<file path="src/rtl/syzygy_adc_pkg.sv">
// Shared types and constants for the SYZYGY ADC alignment sequencer.
// The state encoding is visible on state_dbg, so the values are fixed.
package syzygy_adc_pkg;

  localparam int unsigned DEF_FRAME_WIDTH = 8;
  localparam logic [DEF_FRAME_WIDTH-1:0] DEF_FRAME_PATTERN = 8'hF0;

  typedef enum logic [2:0] {
    ST_LOCK_WAIT  = 3'd0,
    ST_SERDES_RST = 3'd1,
    ST_CHECK      = 3'd2,
    ST_BITSLIP    = 3'd3,
    ST_SLIP_WAIT  = 3'd4,
    ST_ALIGNED    = 3'd5,
    ST_FAIL       = 3'd6
  } state_e;

  // Bits needed for a counter that runs 0 .. n-1.
  function automatic int unsigned cnt_width(input int unsigned n);
    return (n <= 1) ? 1 : $clog2(n);
  endfunction

endpackage

</file>
<file path="src/rtl/syzygy_adc_sync.sv">
// Two-flop synchronizer for slow asynchronous level signals (e.g. MMCM lock).
// Both stages reset to 0, so a lock seen before reset release is not trusted.
module syzygy_adc_sync #(
  parameter int unsigned WIDTH = 1
) (
  input  logic             clk,
  input  logic             reset_n,
  input  logic [WIDTH-1:0] i_async,
  output logic [WIDTH-1:0] o_sync
);

  logic [WIDTH-1:0] r_meta;
  logic [WIDTH-1:0] r_sync;

  // NOTE: non-blocking assignments make r_sync take the previous r_meta,
  // which is what gives two real flop stages instead of one.
  always_ff @(posedge clk) begin
    if (!reset_n) begin
      r_meta <= '0;
      r_sync <= '0;
    end else begin
      r_meta <= i_async;
      r_sync <= r_meta;
    end
  end

  assign o_sync = r_sync;

endmodule

</file>
<file path="src/rtl/syzygy_adc_align.sv">
// Bring-up and frame alignment sequencer for the SYZYGY ADC receive path.
// Waits for stable DCO lock, resets the ISERDES, then walks bitslip until FR matches.
module syzygy_adc_align
  import syzygy_adc_pkg::*;
#(
  parameter int unsigned            FRAME_WIDTH        = DEF_FRAME_WIDTH,
  parameter logic [FRAME_WIDTH-1:0] FRAME_PATTERN      = DEF_FRAME_PATTERN,
  parameter int unsigned            LOCK_STABLE_CYCLES = 256,
  parameter int unsigned            SERDES_RST_CYCLES  = 16,
  parameter int unsigned            SLIP_SETTLE_CYCLES = 4,
  parameter int unsigned            CHECK_CYCLES       = 8,
  parameter int unsigned            LOSS_THRESH        = 4
) (
  input  logic                           clk,
  input  logic                           reset_n,
  input  logic                           mmcm_locked,
  input  logic                           realign,
  input  logic [FRAME_WIDTH-1:0]         frame_data,
  output logic                           serdes_rst,
  output logic                           bitslip,
  output logic                           aligned,
  output logic                           fail,
  output logic [$clog2(FRAME_WIDTH)-1:0] slip_count,
  output logic [2:0]                     state_dbg
);

  localparam int unsigned LOCK_W   = cnt_width(LOCK_STABLE_CYCLES);
  localparam int unsigned RST_W    = cnt_width(SERDES_RST_CYCLES);
  localparam int unsigned SETTLE_W = cnt_width(SLIP_SETTLE_CYCLES);
  localparam int unsigned MATCH_W  = cnt_width(CHECK_CYCLES);
  localparam int unsigned LOSS_W   = cnt_width(LOSS_THRESH);
  localparam int unsigned SLIP_W   = $clog2(FRAME_WIDTH);

  localparam logic [LOCK_W-1:0]   LOCK_LAST   = LOCK_W'(LOCK_STABLE_CYCLES - 1);
  localparam logic [RST_W-1:0]    RST_LAST    = RST_W'(SERDES_RST_CYCLES - 1);
  localparam logic [SETTLE_W-1:0] SETTLE_LAST = SETTLE_W'(SLIP_SETTLE_CYCLES - 1);
  localparam logic [MATCH_W-1:0]  MATCH_LAST  = MATCH_W'(CHECK_CYCLES - 1);
  localparam logic [LOSS_W-1:0]   LOSS_LAST   = LOSS_W'(LOSS_THRESH - 1);
  localparam logic [SLIP_W-1:0]   SLIP_LAST   = SLIP_W'(FRAME_WIDTH - 1);

  logic                w_locked_s;
  logic                w_frame_ok;

  state_e              r_state;
  logic [LOCK_W-1:0]   r_lock_cnt;
  logic [RST_W-1:0]    r_rst_cnt;
  logic [SETTLE_W-1:0] r_settle_cnt;
  logic [MATCH_W-1:0]  r_match_cnt;
  logic [LOSS_W-1:0]   r_loss_cnt;
  logic [SLIP_W-1:0]   r_slip_cnt;
  logic                r_serdes_rst;
  logic                r_bitslip;
  logic                r_aligned;
  logic                r_fail;

  state_e              w_state_nxt;
  logic [LOCK_W-1:0]   w_lock_cnt_nxt;
  logic [RST_W-1:0]    w_rst_cnt_nxt;
  logic [SETTLE_W-1:0] w_settle_cnt_nxt;
  logic [MATCH_W-1:0]  w_match_cnt_nxt;
  logic [LOSS_W-1:0]   w_loss_cnt_nxt;
  logic [SLIP_W-1:0]   w_slip_cnt_nxt;

  syzygy_adc_sync #(
    .WIDTH (1)
  ) u_lock_sync (
    .clk     (clk),
    .reset_n (reset_n),
    .i_async (mmcm_locked),
    .o_sync  (w_locked_s)
  );

  assign w_frame_ok = (frame_data == FRAME_PATTERN);

  always_comb begin
    // NOTE: every target gets its hold value first, so no branch can leave
    // one unassigned and infer a latch.
    w_state_nxt      = r_state;
    w_lock_cnt_nxt   = r_lock_cnt;
    w_rst_cnt_nxt    = r_rst_cnt;
    w_settle_cnt_nxt = r_settle_cnt;
    w_match_cnt_nxt  = r_match_cnt;
    w_loss_cnt_nxt   = r_loss_cnt;
    w_slip_cnt_nxt   = r_slip_cnt;

    unique case (r_state)
      ST_LOCK_WAIT: begin
        if (!w_locked_s) begin
          w_lock_cnt_nxt = '0;
        end else if (r_lock_cnt == LOCK_LAST) begin
          w_lock_cnt_nxt = '0;
          w_state_nxt    = ST_SERDES_RST;
        end else begin
          w_lock_cnt_nxt = r_lock_cnt + LOCK_W'(1);
        end
      end

      ST_SERDES_RST: begin
        w_slip_cnt_nxt = '0;
        if (r_rst_cnt == RST_LAST) begin
          w_rst_cnt_nxt = '0;
          w_state_nxt   = ST_CHECK;
        end else begin
          w_rst_cnt_nxt = r_rst_cnt + RST_W'(1);
        end
      end

      ST_CHECK: begin
        if (w_frame_ok) begin
          if (r_match_cnt == MATCH_LAST) begin
            w_match_cnt_nxt = '0;
            w_state_nxt     = ST_ALIGNED;
          end else begin
            w_match_cnt_nxt = r_match_cnt + MATCH_W'(1);
          end
        end else begin
          w_match_cnt_nxt = '0;
          w_state_nxt     = (r_slip_cnt < SLIP_LAST) ? ST_BITSLIP : ST_FAIL;
        end
      end

      ST_BITSLIP: begin
        if (r_slip_cnt != SLIP_LAST) begin
          w_slip_cnt_nxt = r_slip_cnt + SLIP_W'(1);
        end
        w_state_nxt = ST_SLIP_WAIT;
      end

      // frame_data is deliberately ignored here while the ISERDES settles.
      ST_SLIP_WAIT: begin
        if (r_settle_cnt == SETTLE_LAST) begin
          w_settle_cnt_nxt = '0;
          w_state_nxt      = ST_CHECK;
        end else begin
          w_settle_cnt_nxt = r_settle_cnt + SETTLE_W'(1);
        end
      end

      ST_ALIGNED: begin
        if (w_frame_ok) begin
          w_loss_cnt_nxt = '0;
        end else if (r_loss_cnt == LOSS_LAST) begin
          w_loss_cnt_nxt = '0;
          w_state_nxt    = ST_SERDES_RST;
        end else begin
          w_loss_cnt_nxt = r_loss_cnt + LOSS_W'(1);
        end
      end

      ST_FAIL: begin
        w_state_nxt = ST_FAIL;
      end

      default: begin
        w_state_nxt = ST_LOCK_WAIT;
      end
    endcase

    // Lock loss outranks realign; neither applies while still waiting for lock.
    if (r_state != ST_LOCK_WAIT) begin
      if (!w_locked_s || realign) begin
        w_state_nxt      = w_locked_s ? ST_SERDES_RST : ST_LOCK_WAIT;
        w_lock_cnt_nxt   = '0;
        w_rst_cnt_nxt    = '0;
        w_settle_cnt_nxt = '0;
        w_match_cnt_nxt  = '0;
        w_loss_cnt_nxt   = '0;
        w_slip_cnt_nxt   = '0;
      end
    end
  end

  // Outputs are registered from the next state so they change together with
  // state_dbg and never glitch on the ISERDES control pins.
  always_ff @(posedge clk) begin
    if (!reset_n) begin
      r_state      <= ST_LOCK_WAIT;
      r_lock_cnt   <= '0;
      r_rst_cnt    <= '0;
      r_settle_cnt <= '0;
      r_match_cnt  <= '0;
      r_loss_cnt   <= '0;
      r_slip_cnt   <= '0;
      r_serdes_rst <= 1'b1;
      r_bitslip    <= 1'b0;
      r_aligned    <= 1'b0;
      r_fail       <= 1'b0;
    end else begin
      r_state      <= w_state_nxt;
      r_lock_cnt   <= w_lock_cnt_nxt;
      r_rst_cnt    <= w_rst_cnt_nxt;
      r_settle_cnt <= w_settle_cnt_nxt;
      r_match_cnt  <= w_match_cnt_nxt;
      r_loss_cnt   <= w_loss_cnt_nxt;
      r_slip_cnt   <= w_slip_cnt_nxt;
      r_serdes_rst <= (w_state_nxt == ST_LOCK_WAIT) || (w_state_nxt == ST_SERDES_RST);
      r_bitslip    <= (w_state_nxt == ST_BITSLIP);
      r_aligned    <= (w_state_nxt == ST_ALIGNED);
      r_fail       <= (w_state_nxt == ST_FAIL);
    end
  end

  assign serdes_rst = r_serdes_rst;
  assign bitslip    = r_bitslip;
  assign aligned    = r_aligned;
  assign fail       = r_fail;
  assign slip_count = r_slip_cnt;
  assign state_dbg  = r_state;

endmodule

</file>
<file path="config.mk">
export PLATFORM = sky130hd
export DESIGN_NAME = syzygy_adc_align
export DESIGN_NICKNAME = d
export VERILOG_FILES = /design/src/rtl/syzygy_adc_pkg.sv /design/src/rtl/syzygy_adc_sync.sv /design/src/rtl/syzygy_adc_align.sv
export SDC_FILE = /design/constraint.sdc
export NUM_CORES = 1
export LEC_CHECK = 0
export BUFFER_PORTS_ARGS = -buffer_cell sky130_fd_sc_hd__buf_2
export CAP_MARGIN = 15
export CORE_MARGIN = 3
export CORE_UTILIZATION = 52
export DETAILED_ROUTE_END_ITERATION = 16
export PLACE_DENSITY = 0.78
export SLEW_MARGIN = 20
export SYNTH_ARGS = -nofsm -noshare
export SYNTH_HDL_FRONTEND = slang
export SYNTH_SLANG_ARGS = --single-unit
</file>
<file path="constraint.sdc">
create_clock -name clk -period 4.1 [get_ports clk]
set_clock_uncertainty 0.1 [all_clocks]
set_input_delay 0.82 -clock clk [delete_from_list [all_inputs] [get_ports clk]]
set_output_delay 0.82 -clock clk [all_outputs]
set_load 0.02 [all_outputs]
</file>
==> results.json, run 1 <==
{
  "ant_nets": 0,
  "clockRootBuffer": "clkbuf_4",
  "startpoint_type": "register",
  "stdcell_count": 240,
  "yosysTopAreaCell": "dfxtp_1",
  "netlist_area_sq_um": 1570,
  "end_kind": "output pin",
  "rrSetupSlack_ns": 2.11,
  "ys_seq_elements": 31,
  "htreeDepth": 2,
  "crit_fanout": 17,
  "r2r-start": "state_dbg[1]",
  "wl_per_cell_um": 14.1,
  "wl_met3_um": 177,
  "synth_common_cells": "dfxtp_1 (31), nand2_1 (23), a21oi_1 (19)",
  "ys_seq_area_frac": 0.396,
  "worstRegToRegCells": 4,
  "wl_met1_um": 1550,
  "whs_path_depth": 1,
  "worstSetupPathType": "register to output pin",
  "wl_um": 3380,
  "arrival_ns": 1.29,
  "cp_top_family": "flip-flops",
  "grt_max_degree": 18,
  "status": "complete, no violations",
  "fin_nets": 228,
  "worst_hold_path.endpoint": "u_lock_sync.o_sync",
  "slowest_delay_ns": 0.69,
  "synth.most_common_cell": "dfxtp_1",
  "drv_slew": 0,
  "r2r_end": "bitslip",
  "synth_top_area_share": 0.396,
  "hpwl_um": 2510,
  "synthArstFlopShare": 0,
  "p_leak_nw": 0.680,
  "areaGrowthSynthToFinish_pct": 11.6,
  "grt_pass1_wl_um": 5660,
  "port_buffers": 21,
  "synth.distinct_cells": 46,
  "synth-edff-count": 0,
  "wl_met2_um": 1600,
  "totalNegativeSetupSlack_ns": 0,
  "die_w_um": 60.9,
  "die-area_sq_um": 3700,
  "hold_ws_ns": 0.341,
  "io_pins": 22,
  "peakVddDrop_mv": 0.241,
  "cts_resized": 0,
  "first_pass_iters": 4,
  "track_usage": 0.206,
  "synth_ff_type": "dfxtp_1",
  "cts_sinks": 31,
  "period_needed_ns": 2.21,
  "clock_path_buffers": 2,
  "top_layer": "met4",
  "critical_path.n_buffers_inverters": 1,
  "netlist_instances": 186,
  "avgSynthCellArea_sq_um": 8.42,
  "yosys_warnings": 0,
  "relSlewSlack": 0.516,
  "die_y_um": 60.9,
  "final_hold_viol_count": 0,
  "power_density_nw_per_um2": 289,
  "synth_area_leaders": "dfxtp_1 (40%), a21oi_1 (6.1%), ha_1 (5.6%)",
  "cts_buffers": 5,
  "path_cells": "buf_2",
  "grt_pass1_vias": 1301,
  "hold_start": "u_lock_sync.r_meta",
  "clk_latency_ns": 0.33,
  "vias": 1435,
  "postCtsSetupRepairBufs": 0,
  "cts_hold_buf": 0,
  "cp.required_ns": 3.18,
  "routed_via_density": 5.98,
  "clk_pin_slew_ns": 0.09,
  "gp_congestion": 0.787,
  "min_period_over_period": 0.540,
  "worstMarginPinSlew_ns": 0.726,
  "antenna_found_initial": 0,
  "drive_above_1_share": 0.158,
  "coreArea_sq_um": 2810,
  "rsz0062_at_grt": "false",
  "std_cell_rows": 19,
  "grt_overflow": 0,
  "initial_utilization": 0.558,
  "drc": 0,
  "max_cap_violations": 0,
  "cts_tree": "done",
  "antennaDiodeCount": 0,
  "setup_viol": 0,
  "syn-num-nets": 205,
  "cpMaxStageDelayCell": "dfxtp_1",
  "dp.cells": 233,
  "hp-class": "register to register",
  "first_iter_violations": 76,
  "fmax_ghz": 0.452
}
## how the worst max path moves through the flow
stage	from	to	slack [ns]	cells after the start
3_3_place_gp	realign	slip_count[2]	1.86	4
6_report	state_dbg[2]	state_dbg[2]	1.89	1
5_1_grt	state_dbg[2]	state_dbg[2]	1.78	1
4_1_cts	state_dbg[2]	slip_count[2]	1.83	3
3_5_place_dp	realign	slip_count[2]	1.74	4
2_1_floorplan	frame_data[3]	r_match_cnt[0]	2.10	4
## registers in the layout, summed over array words and instances, names as in the netlist, 2 cells and up
register and cells:
state_dbg 3, r_lock_cnt 8, slip_count 3, r_match_cnt 3
r_loss_cnt 2, r_rst_cnt 4, r_settle_cnt 2
## power by group
part / internal, W / switching, W / total, W / leakage, nW
Sequential: 0.000302 / 0.00000112 / 0.000303 / 0.250
Combinational: 0.00000787 / 0.0000100 / 0.0000179 / 0.396
Clock: 0.0000793 / 0.000104 / 0.000184 / 0.0341
Total: 0.000389 / 0.000115 / 0.000505 / 0.680
## cell usage in the layout (no fill, tap or decap), types with 4 or more instances in the layout
master and n:
a21oi_1 19, clkbuf_4 5, dfxtp_1 31, nand3_1 7, buf_2 21, nor3_1 6, o21ai_0 7, ha_1 7
or4_1 4, nor2_1 15, nand2_1 23, nor2b_1 5, and2_1 5
## area by class of cell
class | count | area (sq um)
multi-input combinational | 148 | 918
fill | 262 | 1060
tap | 31 | 38.8
sequential | 31 | 621
clock inverter | 1 | 5.00
timing repair buffer | 21 | 105
inverter | 2 | 7.51
clock buffer | 6 | 51.3
## kinds of logic after synthesis
family | share of synthesized area
fa+ha+maj | 0.0560
mux | 0.0136
buf+inv | 0.0192
xor+xnor | 0.0168
simple gates | 0.331
flops | 0.396
compound gates | 0.167
## metal layers
metal / global-route usage / vias to the layer above
met3: 0.0638 / 5
li1: - / 723
met1: 0.255 / 662
met2: 0.334 / 45
met5: 0 / -
met4: 0.0805 / 0
## through the flow
| stage | power [W] | setup WS [ns] | utilization | area (sq um) |
|---|---|---|---|---|
| after CTS | 0.000506 | 1.83 | 0.621 | 1740 |
| after global placement | 0.000327 | 1.86 | 0.601 | 1690 |
| after global routing | 0.000525 | 1.78 | 0.623 | 1750 |
| final | 0.000505 | 1.89 | 0.623 | 1750 |
| after floorplan | 0.000318 | 2.10 | - | 1570 |
| after detailed placement | 0.000327 | 1.74 | 0.601 | 1690 |
(Power assumes the default switching activity.)
==> run 2: changes to the inputs <==
- CORE_UTILIZATION: 52 -> 50
- PLACE_DENSITY: 0.78 -> 0.79
- clock period: 4.1 -> 1.8 ns (I/O delays scaled with it)
==> run 2 against run 1 <==
Sequential cell count unchanged. Utilization increased by 4.4 points. Critical endpoint is now r_lock_cnt[7]. Critical path type is now register to register. Global-route usage rose by 1.6 points. Sequential power is 130% higher. Wire length up 12%. Power increased by 130%. Setup slack lost 1.8 ns. Largest cell class unchanged.
==> results.json, run 2 (synthesis gave the netlist of run 1 again) <==
{
  "power_density_nw_per_um2": 595,
  "startpoint_type": "register",
  "arrival_ns": 1.88,
  "internal-power_w": 0.000890,
  "htreeDepth": 2,
  "worstRegToRegCells": 5,
  "final_common_cell": "dfxtp_1",
  "io_pins": 22,
  "clockRootBuffer": "clkbuf_4",
  "seq_area_sq_um": 624,
  "switching_share": 0.219,
  "hold_start": "mmcm_locked",
  "worstSetupPathType": "register to register",
  "cts_resized": 0,
  "worstMarginPinSlew_ns": 0.527,
  "slowest_delay_ns": 0.41,
  "cts_sinks": 31,
  "clk_pin_slew_ns": 0.09,
  "rsz0062_at_grt": "true",
  "wl_um": 3790,
  "cts_hold_buf": 0,
  "cp_top_family": "compound AO/OA/AOI/OAI gates",
  "power.clock.fraction": 0.354,
  "comb_power_share": 0.041,
  "fin_nets": 245,
  "postCtsSetupRepairBufs": 0,
  "hp-class": "input port to register",
  "largestRegisters": "r_lock_cnt (8), r_rst_cnt (4)",
  "drv_slew": 0,
  "areaGrowthSynthToFinish_pct": 22.5,
  "clock_path_buffers": 2,
  "initial_utilization": 0.544,
  "peakVddDrop_mv": 0.437,
  "first_pass_iters": 5,
  "grt_pass1_wl_um": 6190,
  "drc": 0,
  "path_depth": 5,
  "grt_pass1_vias": 1441,
  "setup_viol": 0,
  "antennaDiodeCount": 0,
  "hpwl_um": 2900,
  "die-area_sq_um": 3840,
  "wl_per_cell_um": 14.1,
  "die_y_um": 62.0,
  "track_usage": 0.222,
  "final_cell_mix": "dfxtp_1 (28), nand2_1 (23), buf_2 (21)",
  "p_sw_w": 0.000250,
  "grt_max_degree": 11,
  "clk_latency_ns": 0.33,
  "whs_path_depth": 2,
  "relSlewSlack": 0.644,
  "cp.required_ns": 1.92,
  "antenna_found_initial": 0,
  "vias": 1542,
  "p_seq_frac": 0.605,
  "end_kind": "register",
  "status": "complete, no violations",
  "path_cells": "ha_1 > nand3_1 > o311a_1 > and3_1 > o31a_1",
  "fmax_ghz": 0.569,
  "crit_fanout": 4,
  "std_cell_rows": 19,
  "pre_cts_ws_ns": 0.0459,
  "max_cap_violations": 0,
  "first_iter_violations": 74,
  "fin_area_sq_um": 1920,
  "stdcell_count": 268,
  "dp.cells": 261,
  "p_leak_nw": 0.771,
  "drive_above_1_share": 0.243,
  "fillerInstances": 248,
  "setup_ws_ns": 0.0432,
  "max_flop_register": "r_lock_cnt",
  "largest_reg_flops": 8,
  "cpMaxStageDelayCell": "o311a_1",
  "critical_path.n_buffers_inverters": 0,
  "cts_buffers": 5,
  "routed_via_density": 5.75,
  "period_needed_ns": 1.76,
  "coreArea_sq_um": 2880,
  "port_buffers": 21,
  "multi_input_area_sq_um": 943,
  "final_hold_viol_count": 0,
  "r2r-start": "r_lock_cnt[0]",
  "min_period_over_period": 0.976,
  "die_w_um": 62.0,
  "cp-startpoint": "r_lock_cnt[0]",
  "gp_congestion": 0.957,
  "cts_tree": "done",
  "grt_overflow": 0,
  "placed_area_sq_um": 1830,
  "ant_nets": 0
}
## run 2: cell types whose count changed in the layout (fill, tap and decap cells not counted)
cell,before,now
a311oi_1,1,0
nor4_1,1,0
nor3b_2,1,0
buf_4,0,17
nor3b_4,0,1
dfxtp_1,31,28
nor3_2,1,0
dfxtp_2,0,3
nor4_2,0,1
nor3_4,0,1
a311oi_2,0,1
## run 2: power by group through the flow
stage | sequential [W] | clock, W | combinational [W]
4_1_cts | 0.000690 | 0.000416 | 0.0000452
5_1_grt | 0.000691 | 0.000451 | 0.0000507
3_3_place_gp | 0.000706 | 0 | 0.0000430
6_report | 0.000690 | 0.000404 | 0.0000471
3_5_place_dp | 0.000706 | 0 | 0.0000449
2_1_floorplan | 0.000706 | 0 | 0.0000193
## run 2: stage by stage
step                       util  hold WS, ns  TNS (ns)  power, W
final                     0.666        0.135         0   0.00114
after global routing      0.666        0.137   -0.0473   0.00119
after CTS                 0.655        0.125         0   0.00115
after detailed placement  0.635        0.332         0  0.000751
after global placement    0.635        0.316         0  0.000749
after floorplan               -        0.312         0  0.000725
## run 2: cell type report
cell class | instances | share of cell area
flip-flops and latches | 31 | 0.326
clock inverters | 1 | 0.00261
multi-input cells | 148 | 0.492
well taps | 42 | 0.0274
repair buffers | 38 | 0.121
clock buffers | 6 | 0.0268
inverters | 2 | 0.00392
## run 2: worst paths after layout
path                                           end  slack (ns)
worst min register to register  u_lock_sync.o_sync        0.35
worst min-delay path            u_lock_sync.r_meta        0.14
worst max register to register       r_lock_cnt[7]        0.04
worst max-delay path                 r_lock_cnt[7]        0.04
## run 2: metal layers
metal / GRT usage / up-vias / wire (um)
met5: 0 / - / 0
met4: 0.103 / 0 / 56
met3: 0.0723 / 5 / 273
met2: 0.365 / 63 / 1900
met1: 0.261 / 714 / 1560
li1: - / 760 / -
## run 2: worst register-to-register path, stage by stage (launching register included)
cell     delay, ns
dfxtp_1       0.35
ha_1          0.20
nand3_1       0.11
o311a_1       0.41
and3_1        0.19
o31a_1        0.30
==> run 3: changes to the inputs <==
- CELL_PAD_IN_SITES_DETAIL_PLACEMENT: unset -> 0
- CELL_PAD_IN_SITES_GLOBAL_PLACEMENT: unset -> 1
- CORE_UTILIZATION: 50 -> 38
- PLACE_DENSITY: 0.79 -> 0.8
==> run 3 against run 2 <==
Cell count is 3.0% higher. Critical endpoint unchanged. Utilization is 15 points lower. Combinational power is 6.2% higher. Count of clock-buffer cells in the layout is 1 lower.
==> results.json, run 3 (synthesis gave the netlist of run 1 again) <==
{
  "status": "complete, no violations",
  "grt_overflow": 0,
  "p_leak_nw": 0.788,
  "wl_um": 3800,
  "wl_per_cell_um": 13.8,
  "die_w_um": 70.2,
  "initial_utilization": 0.409,
  "largestRegisters": "r_lock_cnt (8), r_rst_cnt (4)",
  "setup_viol": 0,
  "fin_nets": 246,
  "crit_fanout": 3,
  "vias": 1520,
  "cts_tree": "done",
  "largest_reg_flops": 8,
  "stdcell_count": 276,
  "relSlewSlack": 0.646,
  "die_y_um": 70.2,
  "coreArea_sq_um": 3830,
  "worstSetupPathType": "register to register",
  "drive_above_1_share": 0.272,
  "fmax_ghz": 0.585,
  "clock_path_buffers": 2,
  "htreeDepth": 2,
  "worstMarginPinSlew_ns": 0.526,
  "startpoint_type": "register",
  "p_seq_frac": 0.548,
  "internal-power_w": 0.000977,
  "antenna_found_initial": 0,
  "power.clock.fraction": 0.412,
  "totalNegativeSetupSlack_ns": 0,
  "power_density_nw_per_um2": 634,
  "comb_power_share": 0.040,
  "clk_pin_slew_ns": 0.07,
  "ant_nets": 0,
  "cts_hold_buf": 0,
  "grt_max_degree": 17,
  "power.total_w": 0.00126,
  "std_cell_rows": 22,
  "cts_buffers": 5,
  "dp.cells": 268,
  "fillerInstances": 366,
  "max_cap_violations": 0,
  "first_iter_violations": 125,
  "die-area_sq_um": 4930,
  "grt_pass1_vias": 1473,
  "track_usage": 0.159,
  "final_common_cell": "dfxtp_1",
  "peakVddDrop_mv": 0.287,
  "switching_share": 0.225,
  "min_period_over_period": 0.949,
  "first_pass_iters": 4,
  "hp-class": "input port to register",
  "cp.required_ns": 1.87,
  "grt_pass1_wl_um": 6390,
  "port_buffers": 21,
  "final_hold_viol_count": 0,
  "max_flop_register": "r_lock_cnt",
  "antennaDiodeCount": 0,
  "post-route-util": 0.520,
  "clockRootBuffer": "clkbuf_8",
  "p_sw_w": 0.000283,
  "hpwl_um": 2830,
  "clk_latency_ns": 0.28,
  "drv_slew": 0,
  "drc": 0,
  "gp_congestion": 0.854,
  "period_needed_ns": 1.71,
  "routed_via_density": 5.51,
  "io_pins": 22,
  "arrival_ns": 1.78,
  "end_kind": "register",
  "areaGrowthSynthToFinish_pct": 27.0,
  "cts_sinks": 31,
  "final_cell_mix": "dfxtp_1 (28), nand2_1 (23), buf_2 (21)"
}
run 3: power groups by stage:
| stage | registers (W) | clock network (W) | logic [W] |
|---|---|---|---|
| detailed placement | 0.000706 | 0 | 0.0000489 |
| finish | 0.000691 | 0.000520 | 0.0000500 |
| global placement | 0.000706 | 0 | 0.0000470 |
| floorplan | 0.000706 | 0 | 0.0000193 |
| CTS | 0.000691 | 0.000536 | 0.0000492 |
| global route | 0.000691 | 0.000579 | 0.0000543 |
run 3: cell type report:
cell class | count | area [sq um] | share of cell area
Multi-Input combinational cell | 148 | 947 | 0.476
Tap cell | 48 | 60.1 | 0.0302
Timing Repair Buffer | 39 | 265 | 0.133
Clock buffer | 5 | 68.8 | 0.0346
Inverter | 2 | 7.51 | 0.00378
Clock inverter | 3 | 15.0 | 0.00755
Sequential cell | 31 | 624 | 0.314
run 3: critical path: stages, from the launching register on:
cell and delay, ns:
dfxtp_1 0.34, ha_1 0.21, nand3_1 0.12, o311a_1 0.38, and3_1 0.17, o31a_1 0.28
run 3: per-stage QoR:
| stage | worst slack [ns] | hold slack [ns] | area, sq um |
|---|---|---|---|
| 6_report | 0.0914 | 0.183 | 1990 |
| 5_1_grt | -0.0436 | 0.174 | 1990 |
| 4_1_cts | 0.0156 | 0.175 | 1950 |
| 3_5_place_dp | 0.00293 | 0.323 | 1870 |
| 3_3_place_gp | 0.0882 | 0.314 | 1870 |
| 2_1_floorplan | 0.0814 | 0.312 | 1570 |
run 3: worst paths after layout:
| kind | start | endpoint | slack (ns) | cells after the start |
|---|---|---|---|---|
| worst max-delay path | r_lock_cnt[1] | r_lock_cnt[7] | 0.09 | 5 |
| worst min-delay path | mmcm_locked | u_lock_sync.r_meta | 0.18 | 2 |
| worst max register to register | r_lock_cnt[1] | r_lock_cnt[7] | 0.09 | 5 |
| worst min register to register | u_lock_sync.r_meta | u_lock_sync.o_sync | 0.34 | 1 |
run 3: per-layer routing:
metal | vias to the layer above | GRT usage | share of wire
li1 | 763 | - | -
met1 | 715 | 0.199 | 0.47
met2 | 36 | 0.251 | 0.46
met3 | 6 | 0.0547 | 0.056
met4 | 0 | 0.0574 | 0.013
met5 | - | 0 | 0
run 3: repair_timing:
action,CTS,global route
endpoints found under the setup margin,0,5
buffers inserted,0,0
gates resized for setup,0,11
